`src/rtl/noc_arb_pkg.sv`:
```
// rtl/noc_arb_pkg.sv - shared constants for the NoC round-robin arbiters
package noc_arb_pkg;

    localparam logic [2:0] HEADER_ID     = 3'b001;
    localparam int         FLIT_ID_W_DEF = 3;
    localparam int         MAX_PORTS     = 16;
    localparam int         PORT_IDX_W    = $clog2(MAX_PORTS);

endpackage

```
`src/rtl/arb_port_timer.sv`:
```
// rtl/arb_port_timer.sv - per-port hold limit and grant-age counter
module arb_port_timer
    import noc_arb_pkg::*;
#(
    parameter int LEN_W     = 12,
    parameter int FLIT_ID_W = FLIT_ID_W_DEF
) (
    input  logic                 i_clk,
    input  logic                 i_rst,
    input  logic [FLIT_ID_W-1:0] i_flit_id,
    input  logic [LEN_W-1:0]     i_length,
    input  logic                 i_grant,
    output logic                 o_expire
);

    logic [LEN_W-1:0] r_limit;
    logic [LEN_W-1:0] r_count;
    logic [LEN_W:0]   w_count_inc;

    assign w_count_inc = {1'b0, r_count} + 1'b1;
    assign o_expire    = i_grant && (r_limit != '0) && (w_count_inc >= {1'b0, r_limit});

    always_ff @(posedge i_clk or posedge i_rst) begin
        if (i_rst) begin
            r_limit <= '0;
            r_count <= '0;
        end else begin
            if (i_flit_id == FLIT_ID_W'(HEADER_ID)) begin
                r_limit <= i_length;
            end
            // An expiring grant is either withdrawn or reissued; both start a fresh count.
            if (i_grant && !o_expire) begin
                r_count <= (r_count == '1) ? r_count : w_count_inc[LEN_W-1:0];
            end else begin
                r_count <= '0;
            end
        end
    end

endmodule

```
`src/rtl/rr_timeout_arbiter.sv`:
```
// rtl/rr_timeout_arbiter.sv - round-robin arbiter with per-port grant timeout
// Timeout logic is present only when RR_TIMEOUT_ARBITER_TIMEOUT_EN is defined.
module rr_timeout_arbiter
    import noc_arb_pkg::*;
#(
    parameter int NPORTS    = 5,
    parameter int LEN_W     = 12,
    parameter int FLIT_ID_W = FLIT_ID_W_DEF
) (
    input  logic                        clk,
    input  logic                        rst,
    input  logic [NPORTS*FLIT_ID_W-1:0] flit_id,
    input  logic [NPORTS*LEN_W-1:0]     length,
    input  logic [NPORTS-1:0]           req,
    output logic [NPORTS-1:0]           grant,
    output logic                        busy,
    output logic [NPORTS-1:0]           timeout
);

    localparam int IDX_W = PORT_IDX_W;

    logic [NPORTS-1:0] r_grant;
    logic              r_busy;
    logic [IDX_W-1:0]  r_last;
    logic [NPORTS-1:0] w_expire;
    logic [NPORTS-1:0] w_grant_nxt;
    logic [IDX_W-1:0]  w_last_nxt;
    logic              w_hold;
    logic [IDX_W:0]    w_pick;

    // Returns {found, index}; distance 0 is the port right after i_last.
    function automatic logic [IDX_W:0] f_rr_pick(input logic [NPORTS-1:0] i_vec,
                                                 input logic [IDX_W-1:0]  i_last);
        logic [IDX_W:0] v_res;
        int             v_best;
        int             v_dist;
        v_res  = '0;
        v_best = NPORTS;
        for (int p = 0; p < NPORTS; p++) begin
            v_dist = (p + NPORTS - 1 - int'(i_last)) % NPORTS;
            if (i_vec[p] && (v_dist < v_best)) begin
                v_best = v_dist;
                v_res  = {1'b1, IDX_W'(p)};
            end
        end
        return v_res;
    endfunction

    always_comb begin
        w_grant_nxt = '0;
        w_last_nxt  = r_last;
        w_hold      = |(r_grant & req & ~w_expire);
        w_pick      = f_rr_pick(req, r_last);
        if (w_hold) begin
            w_grant_nxt = r_grant;
        end else if (w_pick[IDX_W]) begin
            w_grant_nxt = NPORTS'(1) << w_pick[IDX_W-1:0];
            w_last_nxt  = w_pick[IDX_W-1:0];
        end
    end

    always_ff @(posedge clk or posedge rst) begin
        if (rst) begin
            r_grant <= '0;
            r_busy  <= 1'b0;
            r_last  <= IDX_W'(NPORTS - 1);
        end else begin
            r_grant <= w_grant_nxt;
            r_busy  <= |w_grant_nxt;
            r_last  <= w_last_nxt;
        end
    end

    assign grant = r_grant;
    assign busy  = r_busy;

`ifdef RR_TIMEOUT_ARBITER_TIMEOUT_EN
    logic [NPORTS-1:0] r_timeout;

    for (genvar gi = 0; gi < NPORTS; gi++) begin : g_timer
        arb_port_timer #(
            .LEN_W     (LEN_W),
            .FLIT_ID_W (FLIT_ID_W)
        ) u_timer (
            .i_clk     (clk),
            .i_rst     (rst),
            .i_flit_id (flit_id[gi*FLIT_ID_W +: FLIT_ID_W]),
            .i_length  (length[gi*LEN_W +: LEN_W]),
            .i_grant   (r_grant[gi]),
            .o_expire  (w_expire[gi])
        );
    end

    always_ff @(posedge clk or posedge rst) begin
        if (rst) begin
            r_timeout <= '0;
        end else begin
            r_timeout <= w_expire;
        end
    end

    assign timeout = r_timeout;
`else
    logic w_unused_cfg;

    assign w_unused_cfg = ^{flit_id, length};
    assign w_expire     = '0;
    assign timeout      = '0;
`endif

endmodule
```
`config.mk`:
```
export PLATFORM = sky130hd
export DESIGN_NAME = rr_timeout_arbiter
export DESIGN_NICKNAME = d
export VERILOG_FILES = /design/src/rtl/noc_arb_pkg.sv /design/src/rtl/arb_port_timer.sv /design/src/rtl/rr_timeout_arbiter.sv
export SDC_FILE = /design/constraint.sdc
export NUM_CORES = 1
export LEC_CHECK = 0
export CORE_UTILIZATION = 45
export CTS_CLUSTER_SIZE = 8
export DETAILED_ROUTE_END_ITERATION = 6
export MAX_ROUTING_LAYER = met4
export PLACE_DENSITY = 0.66
export SLEW_MARGIN = 20
export SYNTH_ARGS = -nofsm -noshare
export SYNTH_HDL_FRONTEND = slang
export SYNTH_HIERARCHICAL = 1
export SYNTH_SLANG_ARGS = --single-unit
```
`constraint.sdc`:
```
create_clock -name clk -period 20 [get_ports clk]
set_input_delay 2 -clock clk [delete_from_list [all_inputs] [get_ports clk]]
set_output_delay 2 -clock clk [all_outputs]
set_load 0.005 [all_outputs]
```
==> flow_summary.json <==
{
  "filler_cell_count": 1766,
  "multi_input_area_mm2": 0.00739,
  "nNetsFinal": 1332,
  "synth_flop_cell": "dfrtp_1",
  "min_path_cells": 2,
  "root_buffer": "clkbuf_16",
  "synth_top_area_share_pct": 23.6,
  "die_x_um": 136,
  "core_mm2": 0.0174,
  "synth_area_mm2": 0.00811,
  "seq_area_um2": 226,
  "async_reset_ff_share_pct": 100,
  "ys_types": 83,
  "regToRegSetupSlack_ns": 1.72,
  "ant_nets": 0,
  "dp.cells": 1317,
  "port_buffers": 12,
  "ys_ff_latch": 9,
  "setup_viol": 0,
  "holdCritPathClass": "reg -> reg",
  "cp_max_fo": 30,
  "timing.fmax_mhz": 54.7,
  "grt_usage_pct": 24.3,
  "hold_buffers": 0,
  "drv_cap": 0,
  "first_pass_iters": 5,
  "r2r_start": "r_last[1]$_DFFE_PP0P_",
  "r2r_end": "grant[2]$_DFF_PP0_",
  "rsz0062_at_grt": "no",
  "cts_made_buffers": 3,
  "finalHoldViolCount": 0,
  "hpwl_um": 16700,
  "maxSlewViolCount": 0,
  "io_pins": 93,
  "grt_max_degree": 45,
  "die_h_um": 136,
  "dp_slack_ns": 1.91,
  "grt_pass1_vias": 7434,
  "cts.sinks": 9,
  "wl_per_cell_um": 16.6,
  "status": "complete, no violations",
  "fin_setup_tns_ns": 0,
  "drc": 0,
  "ctsHtreeMaxLevel": 1,
  "drt-initial-drc-count": 476,
  "cts_tree": "built",
  "cp_slowest_cell": "ha_1",
  "reg2reg_depth": 78,
  "path_common_cell": "a21o_1",
  "post-route-period-util_pct": 91.4,
  "vias_per_cell": 6.23,
  "finClkSkew_ns": 0.000348,
  "yosys_warnings": 6,
  "finalWorstSetupSlack_ns": 1.72,
  "synth_edf_count": 0,
  "dieArea_mm2": 0.0186,
  "antenna_found_initial": 0,
  "netlist_instances": 1118,
  "worst-setup-path-type": "reg -> reg",
  "worst_slew_pin_slew_ns": 0.974,
  "rows": 48,
  "gr-total-overflow": 0,
  "clkLatencyLatePin_ns": 0.23,
  "cpPeakStageDelay_ns": 0.71,
  "synth.avg_cell_area_um2": 7.25,
  "grt_pass1_wl_um": 36500,
  "whs_endpoint": "grant[3]$_DFF_PP0_",
  "initial_core_util_pct": 46.6,
  "finalNonFillerCells": 1321,
  "clkTransAtPathRegs_ns": 0.04,
  "cp.required_ns": 20.08,
  "endpoint_kind": "flop",
  "wirelength_um": 22000,
  "slew_headroom_pct": 35.0,
  "synthTopCellsByArea": "ha_1 24%, mux2_2 6.9%, a21o_1 5.6%",
  "gp_congestion": 0.912,
  "cts_setup_buffers": 0,
  "vias": 8235,
  "clockBufferDepth": 2,
  "antenna_cells": 0,
  "area_growth_pct": 5.32,
  "min-delay-start": "grant[3]$_DFF_PP0_",
  "layout_min_cycle_time_ns": 18.28,
  "final_layout_size_suffix_gt1_share_pct": 9.12,
  "cp-start-kind": "flop",
  "post_cts_resized": 0,
  "yosysTopAreaCell": "ha_1",
  "crit_arrival_ns": 18.36,
  "seq_area_frac_synth_pct": 2.79
}
[critical path, delay by kind of cell (launching register included)]
kind,cells,cell delay [ns]
compound gates,36,6.80
simple gates,19,4.34
fa+ha+maj,8,2.57
buf+inv,8,1.79
mux,5,1.70
xor+xnor,2,0.55
flops,1,0.35
[worst max-delay path by stage]
stage | from | cells past startpoint | slack [ns] | end
6_report | r_last[1]$_DFFE_PP0P_ | 78 | 1.72 | grant[2]$_DFF_PP0_
5_1_grt | r_last[1]$_DFFE_PP0P_ | 77 | 0.13 | grant[2]$_DFF_PP0_
4_1_cts | r_last[1]$_DFFE_PP0P_ | 77 | 1.81 | grant[2]$_DFF_PP0_
3_5_place_dp | r_last[1]$_DFFE_PP0P_ | 77 | 1.91 | grant[2]$_DFF_PP0_
3_3_place_gp | r_last[1]$_DFFE_PP0P_ | 75 | 1.92 | grant[2]$_DFF_PP0_
2_1_floorplan | r_last[0]$_DFFE_PP0P_ | 86 | 2.35 | busy$_DFF_PP0_
[metrics by stage]
step / util, % / hold slack, ns / area, µm²
final: 49.0 / 0.519 / 8540
after global routing: 49.0 / 0.530 / 8540
after CTS: 49.0 / 0.512 / 8540
after detailed placement: 48.6 / 0.499 / 8460
after global placement: 48.6 / 0.494 / 8460
after floorplan: - / 0.489 / 8120
[routing by layer]
metal / vias to the layer above / part of all wire (%) / global-route usage (%) / routed length (µm)
li1: 4164 / - / - / -
met1: 3852 / 48 / 33.7 / 10600
met2: 201 / 46 / 39.7 / 10200
met3: 18 / 4.3 / 0.820 / 948
met4: 0 / 1.1 / 3.70 / 251
met5: - / 0 / - / 0
[logic make-up after synthesis]
group                    synth area share, %
AO/OA/AOI/OAI                           32.9
AND/OR/NAND/NOR                         19.8
adder cells (fa/ha/maj)                 23.6
buffers and inverters                   6.56
multiplexers                            9.41
XOR/XNOR                                4.86
flip-flops                              2.79
other                                 0.0463
[sequential cells by signal, summed over array words and instances (netlist names)]
register	cells
busy	1
grant	5
r_last	3
[placed cells by master, fill, tap and decap left out, types with 7 or more instances in the layout]
cell type	netlist	layout
a211oi_1	9	8
and2_1	11	11
nor2b_1	9	9
and3_1	10	10
dfrtp_1	8	8
nand3_1	23	23
o22ai_1	15	15
o41ai_1	15	14
a21oi_1	71	71
a31oi_1	12	12
a21o_1	61	61
mux2i_1	20	20
nor2_1	62	62
nor3_1	17	17
xnor2_1	41	41
o21a_1	40	40
o211ai_1	12	12
mux2_2	50	50
nand2_1	98	98
nor3b_1	7	7
ha_1	153	153
buf_4	6	28
clkdlybuf4s50_1	0	12
inv_1	59	59
nand4_1	24	24
o21ai_0	71	71
nand2b_1	19	19
[area by class of cell]
type	count	share of cell area [%]
Sequential cell	9	2.65
Clock buffer	4	0.923
Tap cell	225	3.30
Multi-Input combinational cell	981	86.5
Inverter	62	2.73
Timing Repair Buffer	40	3.87
[cells in the mapped netlist (15+ instances only)]
library cell and count:
o21a_1 40, nand2_1 98, ha_1 153, nor2_1 62, nand3_1 23, o41ai_1 15
mux2_2 50, a21o_1 61, xnor2_1 41, clkbuf_1 46, inv_1 59, o22ai_1 15
nand2b_1 19, o21ai_0 71, a21oi_1 71, mux2i_1 20, nand4_1 24, nor3_1 17
Power is left out: the tool's default activity adds up to more than one toggle a clock period on the data nets, which glitch-free logic cannot reach.
